<file path="src/rtl/fetch_sequencer.sv">
// fetch_sequencer: owns the fetch PC and walks it through a req/gnt/rvalid
// instruction port. Redirects (trap over branch) retarget the PC at any point;
// a fetch already in flight when a redirect lands is marked to be discarded.
module fetch_sequencer #(
    parameter logic [31:0] RESET_VECTOR = 32'h80000000,
    parameter logic [31:0] NOP_INSTR    = 32'h00000013
) (
    input  logic        clk,
    input  logic        reset_ni,
    input  logic        stall_i,
    input  logic        redirect_i,
    input  logic [31:0] redirect_pc_i,
    input  logic        trap_i,
    input  logic [31:0] trap_pc_i,
    output logic        instr_req_o,
    output logic [31:0] instr_addr_o,
    input  logic        instr_gnt_i,
    input  logic        instr_rvalid_i,
    input  logic [31:0] instr_rdata_i,
    output logic        instr_valid_o,
    output logic [31:0] instr_o,
    output logic [31:0] instr_pc_o,
    output logic [31:0] pc_o
);

    typedef enum logic [1:0] {
        S_BOOT = 2'd0,
        S_REQ  = 2'd1,
        S_WAIT = 2'd2,
        S_HOLD = 2'd3
    } state_t;

    state_t      r_state, w_state_n;
    logic [31:0] r_pc, w_pc_n;
    logic [31:0] r_instr, w_instr_n;
    logic [31:0] r_instr_pc, w_instr_pc_n;
    logic        r_kill, w_kill_n;
    logic        r_valid, w_valid_n;

    logic        w_event;
    logic [31:0] w_target;

    // Trap wins over branch; targets are always word aligned.
    assign w_event  = trap_i | redirect_i;
    assign w_target = {(trap_i ? trap_pc_i[31:2] : redirect_pc_i[31:2]), 2'b00};

    assign instr_req_o   = (r_state == S_REQ);
    assign instr_addr_o  = r_pc;
    assign pc_o          = r_pc;
    assign instr_valid_o = r_valid;
    assign instr_o       = r_instr;
    assign instr_pc_o    = r_instr_pc;

    // Next state, next PC and held-instruction updates.
    always_comb begin
        w_state_n    = r_state;
        w_pc_n       = r_pc;
        w_instr_n    = r_instr;
        w_instr_pc_n = r_instr_pc;
        w_kill_n     = r_kill;
        w_valid_n    = r_valid;
        case (r_state)
            S_BOOT: begin
                w_state_n = S_REQ;
                if (w_event) w_pc_n = w_target;
            end
            S_REQ: begin
                if (instr_gnt_i) begin
                    w_state_n = S_WAIT;
                    // Granted fetch is for the old PC; drop its response.
                    if (w_event) begin
                        w_pc_n   = w_target;
                        w_kill_n = 1'b1;
                    end
                end else if (w_event) begin
                    w_pc_n = w_target;
                end
            end
            S_WAIT: begin
                if (instr_rvalid_i) begin
                    if (r_kill || w_event) begin
                        w_kill_n  = 1'b0;
                        w_state_n = S_REQ;
                        if (w_event) w_pc_n = w_target;
                    end else begin
                        w_instr_n    = instr_rdata_i;
                        w_instr_pc_n = r_pc;
                        w_valid_n    = 1'b1;
                        w_pc_n       = r_pc + 32'd4;
                        w_state_n    = S_HOLD;
                    end
                end else if (w_event) begin
                    w_pc_n   = w_target;
                    w_kill_n = 1'b1;
                end
            end
            S_HOLD: begin
                // A redirect drops the held instruction even under stall.
                if (w_event || !stall_i) begin
                    w_valid_n = 1'b0;
                    w_instr_n = NOP_INSTR;
                    w_state_n = S_REQ;
                    if (w_event) w_pc_n = w_target;
                end
            end
            default: w_state_n = S_BOOT;
        endcase
    end

    // State and datapath registers.
    always_ff @(posedge clk or negedge reset_ni) begin
        if (!reset_ni) begin
            r_state    <= S_BOOT;
            r_pc       <= RESET_VECTOR;
            r_instr    <= NOP_INSTR;
            r_instr_pc <= RESET_VECTOR;
            r_kill     <= 1'b0;
            r_valid    <= 1'b0;
        end else begin
            r_state    <= w_state_n;
            r_pc       <= w_pc_n;
            r_instr    <= w_instr_n;
            r_instr_pc <= w_instr_pc_n;
            r_kill     <= w_kill_n;
            r_valid    <= w_valid_n;
        end
    end

endmodule
</file>
<file path="config.mk">
export PLATFORM = sky130hd
export DESIGN_NAME = fetch_sequencer
export DESIGN_NICKNAME = d
export VERILOG_FILES = /design/src/rtl/fetch_sequencer.sv
export SDC_FILE = /design/constraint.sdc
export NUM_CORES = 1
export LEC_CHECK = 0
export ABC_CLOCK_PERIOD_IN_PS = 2250
export CORE_MARGIN = 4
export CORE_UTILIZATION = 38
export CTS_BUF_LIST = sky130_fd_sc_hd__clkbuf_8 sky130_fd_sc_hd__clkbuf_16
export CTS_CLUSTER_SIZE = 24
export DETAILED_ROUTE_END_ITERATION = 8
export PLACE_DENSITY_LB_ADDON = 0.12
export REMOVE_ABC_BUFFERS = 1
export SYNTH_ARGS = -nofsm -noshare
export SYNTH_HDL_FRONTEND = slang
export SYNTH_SLANG_ARGS = --single-unit
</file>
<file path="constraint.sdc">
create_clock -name clk -period 2.25 [get_ports clk]
set_clock_uncertainty 0.1 [all_clocks]
set_input_delay 0.225 -clock clk [delete_from_list [all_inputs] [get_ports clk]]
set_output_delay 0.225 -clock clk [all_outputs]
set_load 0.005 [all_outputs]
</file>
* After elaboration in Yosys (flattened, before gate mapping)
Cells that the tools add are included.
** Word-level totals
- Bits in registers :: 100
- Input bits :: 103
- Output and inout port bits :: 130
** Operators by class
- Add/subtract/negate cells :: 1
- Equality and inequality tests :: 8
- Mux-type cells :: 24
- Bitwise logic cells :: 2
- Reductions and logical operators :: 11
** Operators with widths (number)
- two-way mux 32 bit :: 7
- one-hot mux 32 bit (3 select lines) :: 1
- one-hot mux 32 bit (2 select lines) :: 1
- adder 32 x 3 -> 32 bit, second input constant :: 1
- two-way mux 30 bit :: 1
- AND reduction 3 bit :: 3
- two-way mux 2 bit :: 4
- one-hot mux 2 bit (4 select lines) :: 1
- two-way mux 1 bit :: 7
- != test 2 bit, second input constant :: 3
- equality test 2 bit, second input constant :: 2
- one-hot mux 1 bit (2 select lines) :: 2
- AND reduction 4 bit :: 1
- nonzero test 2 bit :: 2
- != test 3 bit, second input constant :: 1
- equality test 2 x 1 -> 1 bit, second input constant :: 1
- logical NOT 2 bit :: 1
- logical OR 1 bit :: 2
- != test 2 x 1 -> 1 bit, second input constant :: 1
- OR reduction 2 bit :: 1
- logical NOT 1 bit :: 1
- inverter 1 bit :: 1
- bitwise OR 1 bit :: 1

* Logic depth before layout (Yosys ltp)
- Depth after elaboration :: 5
- Gate-level depth with buffers :: 8
- Gate-level depth less buffers :: 7

* Least setup slack after synthesis
No wires, ideal clock.
- Path kind :: register to register
- Start :: register r_pc[8] (netlist: instr_addr_o[8])
- End :: register r_pc[28] (netlist: instr_addr_o[28])
- Setup time :: 0.071 ns
- Arrival :: 2.335 ns
- Data required time :: 2.079 ns
- Setup slack :: -0.256 ns
- Stages on the path, launching flop included :: 8
- Cells stage by stage :: dfrtp_1 > buf_2 > nand4_2 > or4_1 > buf_2 > or4_4 > or4_1 > nand4_1
** Between the ends
- Cells in the longest elaborated chain, start to end :: 4
** RTL lines
- start, declared :: RTL line 34 : logic [31:0] r_pc, w_pc_n;
- start signal, assigned :: RTL line 121 : r_pc <= w_pc_n;
- adder 32 x 3 -> 32 bit :: RTL line 89 : w_pc_n = r_pc + 32'd4;
- two-way mux 32 bit :: RTL line 81 : if (r_kill || w_event) begin
- two-way mux 32 bit :: RTL line 80 : if (instr_rvalid_i) begin
- one-hot mux 32 bit (3 select lines) :: RTL line 62 : case (r_state)
Every way passes these cells.
A chain may end at the register's enable or synchronous reset.

* Worst setup path in the final report
- Start :: register r_pc[2] (netlist: instr_addr_o[2])
- End :: register r_pc[28] (netlist: instr_addr_o[28])
Same word-level chain as after synthesis.

==> flow_metrics.tcl <==
set metrics [dict create \
    cts_tree "yes" \
    p_leak_nw 3.689 \
    fp.dieW_um 125.3 \
    synth_area_per_cell_um2 9.151 \
    finalMaxSlewViolations 0 \
    numCtsBuffers 9 \
    detail-route-antenna-nets 0 \
    path_class "reg2reg" \
    async_reset_ff_share_pct 100.0 \
    drt_iter0_markers 300 \
    ys_seq_area_share_pct 48.01 \
    ctsHtreeMaxLevel 3 \
    drc 0 \
    rsz0062_at_grt "true" \
    fill_cells 1168 \
    layout-drive-gt1-share_pct 14.61 \
    via_count 5394 \
    powerDensity_mw_per_mm2 726.0 \
    io_buffer_count 228 \
    clk_pin_slew_ns 0.07 \
    fin_nets 931 \
    synth_cell_types 60 \
    ys.flop_type "dfrtp_1" \
    dr.pass1.iters 5 \
    peakVddDrop_v 0.0004238 \
    wl_per_cell_um 18.23 \
    worst_slew_pin_slew_ns 0.5194 \
    track_usage_pct 23.09 \
    ios 233 \
    grt-ovfl-total 0 \
    start_util_pct 39.15 \
    placedInstanceArea_mm2 0.008030 \
    multiInputGateArea_mm2 0.002351 \
    end_kind "flip-flop" \
    setup_viol 1 \
    finalWirelength_um 18310 \
    relSlewSlack_pct 65.24 \
    vias_per_cell 5.373 \
    place_hpwl_um 13800 \
    synth_area_leaders "dfrtp_1 45%, nand2_1 8.6%, a22o_1 5.0%" \
    timing.fmax_mhz 436.8 \
    grt_pass1_wl_um 29340 \
    syn_inst 571 \
    maxCapViolCount 0 \
    critPathMaxFanout 2 \
    final_core_util_pct 62.80 \
    cts-root-buf "clkbuf_16" \
    diodes 0 \
    synth_top_area_cell "dfrtp_1" \
    grt_start_max_net_pins 34 \
    yosysTopAreaCellShare_pct 45.50 \
    layout_min_cycle_time_ns 2.290 \
    clk_path_buf_depth 2 \
    power_mw 6.085 \
    fin_area_mm2 0.008382 \
    antenna_found_initial 0 \
    cts_sinks 100 \
    insertion_delay_ns 0.35 \
    die_y_um 125.3 \
    core_mm2 0.01335 \
    pre_cts_ws_ns -0.09209 \
    yosys_warnings 0 \
    fin_crit_sh_pct 101.8 \
    crit_required_ns 2.44 \
    timing.final.ws_setup_ns -0.03963 \
    synth_seq_cells 100 \
    status "finished with violations" \
    syn_to_final_growth_pct 60.42 \
    synth_edf_count 0 \
    violations "setup timing" \
    dieArea_mm2 0.01569 \
    start_kind "flip-flop" \
    gp_congestion 0.9044 \
    synthTopCellsByCount "120 x nand2_1, 95 x dfrtp_1, 35 x a21oi_1, 35 x clkbuf_1, 32 x buf_4" \
    seqCellArea_mm2 0.002509 \
    synth_area_mm2 0.005225 \
    rows 42 \
    crit_arrival_ns 2.47 \
    hold_viol 0 \
    yosysMostFrequentCell "nand2_1" \
    grt_pass1_vias 5372 \
    min_path_type "in2async" \
]
==> sequential cells by signal, summed over array words and instances, names as in the netlist <==
name / flops
instr_valid_o: 1
instr_pc_o: 32
instr_o: 32
r_kill: 1
instr_addr_o: 32
r_state: 2
==> logic make-up (layout without fill, tap and decap cells) <==
family / after synthesis / in the layout / share of synthesized area, %
xor gates and xnor gates: 4 / 4 / 0.6706
muxes: 20 / 20 / 3.831
adders and majority gates: 5 / 5 / 1.197
DFF: 100 / 100 / 48.01
buffers and inverters: 77 / 334 / 7.878
and+or+nand+nor: 219 / 219 / 19.04
AOI/OAI and AO/OA: 146 / 146 / 19.37
==> critical path, stage by stage (launching register included) <==
cell	delay [ns]
dfrtp_1	0.37
ha_2	0.19
nand3_2	0.11
or4_4	0.46
or4_4	0.44
or4_1	0.47
nand4_1	0.09
==> through the flow <==
| step | setup TNS, ns | std cells | hold WS [ns] |
|---|---|---|---|
| 2_1_floorplan | -111.62 | 502 | -0.1706 |
| 3_3_place_gp | -1.962 | 984 | 0.07690 |
| 3_5_place_dp | -2.883 | 984 | 0.08162 |
| 4_1_cts | -0.02159 | 1003 | 0.2583 |
| 5_1_grt | -0.1013 | 1004 | 0.2815 |
| 6_report | -0.03963 | 1004 | 0.2480 |
==> path summary, 6_finish.rpt <==
check                           startpoint          endpoint  slack [ns]  cells past startpoint
setup / recovery           instr_addr_o[2]  instr_addr_o[28]       -0.04                      6
hold / removal                    reset_ni    instr_pc_o[14]        0.25                      2
setup reg to reg           instr_addr_o[2]  instr_addr_o[28]       -0.04                      6
hold reg to reg             instr_pc_o[31]    instr_pc_o[31]        0.37                      2
max in group asynchronous         reset_ni        instr_o[6]        1.12                      3
min in group clk                redirect_i  instr_addr_o[30]        0.33                      5
==> layout by cell type (no fill, tap or decap), types with 14 or more instances in the layout <==
cell type	netlist	final
clkdlybuf4s50_1	0	226
nand2_1	120	119
dfrtp_1	95	95
buf_4	32	74
a21oi_1	35	35
a22o_1	30	30
nor2_1	30	26
o21ai_0	22	21
nand3_1	22	20
mux2i_1	20	20
o22ai_1	14	14
==> final cells by class <==
type / instances / area share [%]
multi-input cells: 394 / 28.05
clock buffers: 11 / 3.015
well taps: 176 / 2.627
flip-flops and latches: 100 / 29.93
clock inverters: 5 / 0.4180
repair buffers: 310 / 35.60
inverters: 8 / 0.3583
==> metal layers <==
| layer | global-route usage (%) | routed length, um |
|---|---|---|
| met1 | 31.23 | 7959 |
| met2 | 37.49 | 8923 |
| met3 | 4.094 | 1081 |
| met4 | 8.163 | 341 |
| met5 | 0 | 0 |
==> where the power goes <==
group	internal [mW]	switching [mW]
combinational	1.29	0.900
sequential	2.15	0.221
clock	0.816	0.706
==> timing repair <==
action / CTS / global route
setup endpoints to repair: 2 / 4
resized for setup: 5 / 3
setup buffers: 2 / 1
hold endpoints to repair: 24 / 0
pin swaps: 2 / 1
hold buffers: 1 / 0
Power figures use the tool's default switching activity.
